<file path="src/rtl/rv32_pkg.sv">
// Shared RV32 constants and the fetch buffer entry type.
`default_nettype none

package rv32_pkg;

  localparam int XLEN = 32;
  localparam int ILEN = 32;

  localparam logic [XLEN-1:0] RESET_PC_DEFAULT = 32'h0000_0000;
  localparam logic [ILEN-1:0] INSTR_NOP        = 32'h0000_0013;

  typedef struct packed {
    logic [ILEN-1:0] instr;
    logic [XLEN-1:0] pc;
  } fetch_entry_t;

endpackage

`default_nettype wire

</file>
<file path="src/rtl/fetch_fifo.sv">
// Two-entry instruction/PC buffer between instruction memory and decode.
`default_nettype none

module fetch_fifo
  import rv32_pkg::*;
(
  input  logic         clk,
  input  logic         rst_n,
  input  logic         push_i,
  input  fetch_entry_t push_entry_i,
  input  logic         pop_i,
  input  logic         flush_i,
  output logic [1:0]   count_o,
  output fetch_entry_t head_o
);

  fetch_entry_t mem_q [2];
  logic         wr_ptr_q;
  logic         rd_ptr_q;
  logic [1:0]   count_q;
  logic [1:0]   count_d;
  logic         do_push;
  logic         do_pop;

  assign do_pop  = pop_i && (count_q != 2'd0);
  // A push into a full buffer is only legal when the head leaves the same cycle.
  assign do_push = push_i && ((count_q != 2'd2) || do_pop);

  always_comb begin
    count_d = count_q + {1'b0, do_push} - {1'b0, do_pop};
    if (flush_i) begin
      count_d = 2'd0;
    end
  end

  always_ff @(posedge clk or negedge rst_n) begin
    if (!rst_n) begin
      count_q  <= 2'd0;
      wr_ptr_q <= 1'b0;
      rd_ptr_q <= 1'b0;
      for (int i = 0; i < 2; i++) begin
        mem_q[i] <= '0;
      end
    end else begin
      count_q <= count_d;
      if (flush_i) begin
        wr_ptr_q <= 1'b0;
        rd_ptr_q <= 1'b0;
      end else begin
        if (do_push) begin
          mem_q[wr_ptr_q] <= push_entry_i;
          wr_ptr_q        <= ~wr_ptr_q;
        end
        if (do_pop) begin
          rd_ptr_q <= ~rd_ptr_q;
        end
      end
    end
  end

  assign count_o = count_q;
  assign head_o  = mem_q[rd_ptr_q];

endmodule

`default_nettype wire

</file>
<file path="src/rtl/fetch_ctrl.sv">
// Instruction fetch: PC sequencing, redirect handling and a 2-deep response buffer.
`default_nettype none

module fetch_ctrl
  import rv32_pkg::*;
#(
  parameter int              INST_MEMORY_SIZE = 1024,
  parameter int              ADDR_WIDTH       = $clog2(INST_MEMORY_SIZE),
  parameter logic [XLEN-1:0] RESET_PC         = RESET_PC_DEFAULT
) (
  input  logic                  clk,
  input  logic                  rst_n,
  output logic [ADDR_WIDTH-1:0] imem_addr,
  input  logic [ILEN-1:0]       imem_data,
  input  logic                  redirect_valid,
  input  logic [XLEN-1:0]       redirect_pc,
  output logic                  out_valid,
  input  logic                  out_ready,
  output logic [ILEN-1:0]       out_instr,
  output logic [XLEN-1:0]       out_pc
);

  logic [XLEN-1:0] fetch_pc_q;
  logic [XLEN-1:0] fetch_pc_d;
  logic [XLEN-1:0] inflight_pc_q;
  logic [XLEN-1:0] inflight_pc_d;
  logic            inflight_q;
  logic            inflight_d;

  logic [1:0]      fifo_count;
  logic            fifo_empty;
  logic            fifo_push;
  logic            fifo_pop;
  fetch_entry_t    fifo_head;
  fetch_entry_t    resp_entry;
  fetch_entry_t    out_entry;

  logic            pop;
  logic            issue;
  logic [2:0]      occupancy;
  logic [XLEN-1:0] redirect_target;

  assign imem_addr       = fetch_pc_q[ADDR_WIDTH+1:2];
  assign redirect_target = redirect_pc & ~32'h0000_0003;

  // The memory response bypasses the empty buffer so decode sees it the
  // cycle it arrives; otherwise the buffer head is presented.
  assign fifo_empty = (fifo_count == 2'd0);
  assign resp_entry = {imem_data, inflight_pc_q};
  assign out_entry  = fifo_empty ? resp_entry : fifo_head;
  assign out_valid  = !fifo_empty || inflight_q;
  assign out_instr  = out_valid ? out_entry.instr : '0;
  assign out_pc     = out_valid ? out_entry.pc : '0;
  assign pop        = out_valid && out_ready;

  assign occupancy = {1'b0, fifo_count} + {2'b00, inflight_q} - {2'b00, pop};
  assign issue     = !redirect_valid && (occupancy < 3'd2);

  // A bypassed response consumed directly by decode never enters the buffer.
  assign fifo_push = inflight_q && !redirect_valid && !(pop && fifo_empty);
  assign fifo_pop  = pop && !fifo_empty && !redirect_valid;

  always_comb begin
    fetch_pc_d    = fetch_pc_q;
    inflight_pc_d = inflight_pc_q;
    inflight_d    = issue;
    if (redirect_valid) begin
      fetch_pc_d = redirect_target;
    end else if (issue) begin
      fetch_pc_d    = fetch_pc_q + 32'd4;
      inflight_pc_d = fetch_pc_q;
    end
  end

  always_ff @(posedge clk or negedge rst_n) begin
    if (!rst_n) begin
      fetch_pc_q    <= RESET_PC;
      inflight_pc_q <= '0;
      inflight_q    <= 1'b0;
    end else begin
      fetch_pc_q    <= fetch_pc_d;
      inflight_pc_q <= inflight_pc_d;
      inflight_q    <= inflight_d;
    end
  end

  fetch_fifo u_fifo (
    .clk          (clk),
    .rst_n        (rst_n),
    .push_i       (fifo_push),
    .push_entry_i (resp_entry),
    .pop_i        (fifo_pop),
    .flush_i      (redirect_valid),
    .count_o      (fifo_count),
    .head_o       (fifo_head)
  );

endmodule

`default_nettype wire

</file>
<file path="config.mk">
export PLATFORM = sky130hd
export DESIGN_NAME = fetch_ctrl
export DESIGN_NICKNAME = d
export VERILOG_FILES = /design/src/rtl/rv32_pkg.sv /design/src/rtl/fetch_fifo.sv /design/src/rtl/fetch_ctrl.sv
export SDC_FILE = /design/constraint.sdc
export NUM_CORES = 1
export LEC_CHECK = 0
export ABC_AREA = 1
export BUFFER_PORTS_ARGS = -buffer_cell sky130_fd_sc_hd__buf_2
export CAP_MARGIN = 0
export CORE_ASPECT_RATIO = 0.75
export CORE_UTILIZATION = 30
export CTS_CLUSTER_SIZE = 28
export DETAILED_ROUTE_END_ITERATION = 16
export PLACE_DENSITY = 0.46
export RECOVER_POWER = 25
export SLEW_MARGIN = 20
export SYNTH_ARGS = -nofsm -noshare
export SYNTH_HDL_FRONTEND = slang
export SYNTH_HIERARCHICAL = 1
export SYNTH_SLANG_ARGS = --single-unit
</file>
<file path="constraint.sdc">
create_clock -name clk -period 7.72 [get_ports clk]
set_clock_uncertainty 0.15 [all_clocks]
set_input_delay 1.158 -clock clk [delete_from_list [all_inputs] [get_ports clk]]
set_output_delay 1.158 -clock clk [all_outputs]
set_load 0.02 [all_outputs]
</file>
==> run metrics <==
first-pass GRT wire length=approximately 56 mm; I/O pin cnt=approximately 140; CTS tree=done; Hold Path Stages=2; Max Root-Sink Buffers=2; final setup fails=0; top routing layer in use=met4; CP Data Required Time=6.41 ns; clock power share=0.233; met3 WL=1.21 mm; total chip power=4010 µW; Reg power frac=0.430; Mapped Area=between 10000 and 15000 µm²; combinational fraction of design power=0.337; Iter 0 DRT Violations=788; CTS Buf Count=17; layout cell share with drive strength beyond 1=0.130; post-synth cell types=30; Initial Utilization=0.304; fin crit share=0.604; Lkg Pwr=approximately 0.0069 µW; Slew @ Worst Pin=between 2 and 2.5 ns; worst hold endpoint=u_fifo/mem_q[59]; Avg Cell Area, Syn=between 7 and 8 µm²; sequential element share of the synthesized area=0.444; Final nets=about 1700; Antenna Nets Post-Route=0; maximum VDD drop=between 0.15 and 0.2 mV; Crit. End Element=output pin; Die H=roughly 170 µm; Yosys Warn Count=6; std cell rows=60; hold crit path type=flip-flop to flip-flop; core box area=between 30000 and 40000 µm²; Buffers on Ports=between 100 and 150; Final Hold Viols=0; DR DRC count=0; Finished Layout Cells=2076; Clock transition at path regs=around 0.07 ns; net switching power=approximately 1700 µW; Metal-1 WL=17.9 mm; Pint=between 2000 and 2500 µW; DR WL met2=15.9 mm; Crit Path Class=flip-flop to output pin; Fmax=0.214 GHz; final hold slack=~0.32 ns; CP Max Fanout=66; CP startpoint kind=flip-flop; global route total overflow=0; vias per inst=4.86; hold_buf cts=0; Worst path most repeated cell=nand2_1; RR Startpoint=inflight_q; placed cells=2044; min cycle time layout=approximately 4.7 ns; vias in the first global route=9454; Total GRT Usage=0.195; RSZ-0062 raised after global routing=false; post-detail-place hpwl=~20 mm; internal reg-to-reg setup slack=about 3.6 ns; Crit Reg-Reg Endpoint=fetch_pc_q[15]; Placer Congestion=approximately 0.84; Max-Cap Viols=1; violated checks=max-capacitance violations, max-slew violations; antenna violations before repair=0; Max-slew headroom=-0.569; hold path start=u_fifo/mem_q[59]; Clk Tree Root Cell=clkbuf_16; Post-CTS Setup Bufs=0; Die Wd=222 µm; Mapped Cells=between 1500 and 2000; CP Cell Sequence=clkinv_2, buf_4, nand2_1, nand2_1, o21ai_0, inv_1, buf_2; Area Growth Syn to Fin=12.9%; routed length per instance=between 15 and 20 µm; vias=10100; pin count of the biggest net entering global routing=between 100 and 150; Clock Sinks=~190; CP max-delay cell=dfrtp_4; n_diodes=0; drt first pass iters=8; crit path DAT=between 3 and 4 ns; max-slew violations=about 40; Crit path largest cell delay=approximately 1.1 ns; register bit total from synthesis=193; Reg2Reg Depth=14; pwr/cell area=326 nW/µm²; switching part of the total power=0.421; wirelength, routed=~35 mm; Clock Latency Late Sink=between 0.4 and 0.5 ns; H-tree depth=4; die footprint=around 37000 µm²; setup TNS=0 ns; post-CTS resize count=0; run status=complete, but fails checks
metal layers:
metal / vias up / GRT usage
li1: 5035 / -
met1: 4818 / 0.290
met2: 207 / 0.294
met3: 24 / 0.0293
met4: 0 / 0.0462
met5: - / 0
cells by family after synthesis:
| logic type | after synthesis | synth area share |
|---|---|---|
| simple gates | 1040 | 0.412 |
| buf+inv | 211 | 0.0939 |
| flops | 193 | 0.444 |
| compound gates | 79 | 0.0378 |
| xor+xnor | 8 | 0.00644 |
| fa+ha+maj | 5 | 0.00644 |
| other cells | 1 | 0.000344 |
worst max-delay path by stage:
stage	slack, ns	endpoint	startpoint
floorplan	4.59	u_fifo/count_o[1]	redirect_valid
global placement	3.42	fetch_pc_q[15]	out_ready
detailed placement	3.37	fetch_pc_q[15]	out_ready
CTS	2.89	out_instr[22]	u_fifo/rd_ptr_q
global route	2.75	out_instr[16]	u_fifo/rd_ptr_q
finish	3.06	out_instr[22]	u_fifo/rd_ptr_q
cell usage in the layout (no fill, tap or decap), types with 2 or more instances in the layout:
| master | count |
|---|---|
| nand4_1 | 137 |
| buf_2 | 139 |
| nand3b_1 | 8 |
| xnor2_1 | 6 |
| nor2_1 | 57 |
| dfrtp_1 | 191 |
| xor2_1 | 2 |
| nor2_4 | 8 |
| inv_1 | 91 |
| nand3_1 | 71 |
| o211ai_1 | 6 |
| nor3_1 | 6 |
| nand3_4 | 3 |
| ha_1 | 4 |
| inv_6 | 3 |
| a21oi_1 | 7 |
| clkinv_4 | 3 |
| o21ai_0 | 63 |
| inv_2 | 2 |
| buf_4 | 13 |
| nand2_1 | 740 |
| clkbuf_16 | 17 |
| clkbuf_8 | 4 |
| bufinv_16 | 2 |
| dfrtp_4 | 2 |
| clkinv_2 | 2 |
| nand3_2 | 5 |
| conb_1 | 4 |
| clkbuf_1 | 3 |
| nor2_2 | 3 |
sequential cells by signal, summed over array words and instances (netlist names):
register         count
u_fifo/rd_ptr_q      1
inflight_pc_q       30
fetch_pc_q          30
u_fifo/wr_ptr_q      1
u_fifo/count_o       2
inflight_q           1
u_fifo/mem_q       128
cell type report:
| class | instances | area (µm²) |
|---|---|---|
| repair buffers | 155 | 822 |
| fillers | 3865 | 23500 |
| multi-input cells | 1136 | 5100 |
| clock inverters | 10 | 125 |
| inverters | 95 | 358 |
| clock buffers | 22 | 474 |
| flip-flops and latches | 193 | 4840 |
| well taps | 465 | 582 |
worst max-delay path, delay by kind of cell, from the launching register on:
kind                   cells  cell delay [ns]
DFF                        1             1.05
and+or+nand+nor            2             0.17
buffers and inverters      4             1.48
AOI/OAI and AO/OA          1             0.18
through the flow:
step                setup slack (ns)  area [µm²]   util
floorplan                       4.59       10900      -
finish                          3.06       12300  0.343
detailed placement              3.37       11700  0.327
global placement                3.42       11700  0.327
global route                    2.75       12300  0.343
CTS                             2.89       12300  0.343
cells in the mapped netlist, drive strengths merged:
master / number / area (µm²)
nand2: 740 / 2780
and3: 1 / 6.26
a21oi: 8 / 40.0
dfrtp: 193 / 4830
xor2: 2 / 17.5
buf: 88 / 561
ha: 4 / 50.1
nor3: 6 / 30.0
nand3: 79 / 438
clkbuf: 28 / 105
nor4: 1 / 6.26
nor2: 68 / 305
conb: 1 / 3.75
o211ai: 6 / 45.0
xnor2: 6 / 52.6
nand4: 137 / 857
nand3b: 8 / 60.1
inv: 94 / 353
fa: 1 / 20.0
o21ai: 64 / 320
a31oi: 1 / 6.26
clkinv: 1 / 3.75
power groups by stage:
stage	Sequential, µW	Clock, µW	Combinational, µW
after floorplan	1590	0	1060
after detailed placement	1740	0	1370
final	1720	936	1350
after global routing	1780	1000	1550
after global placement	1730	0	1350
after CTS	1720	965	1370
Note: power is estimated with default switching activity, not from simulation.
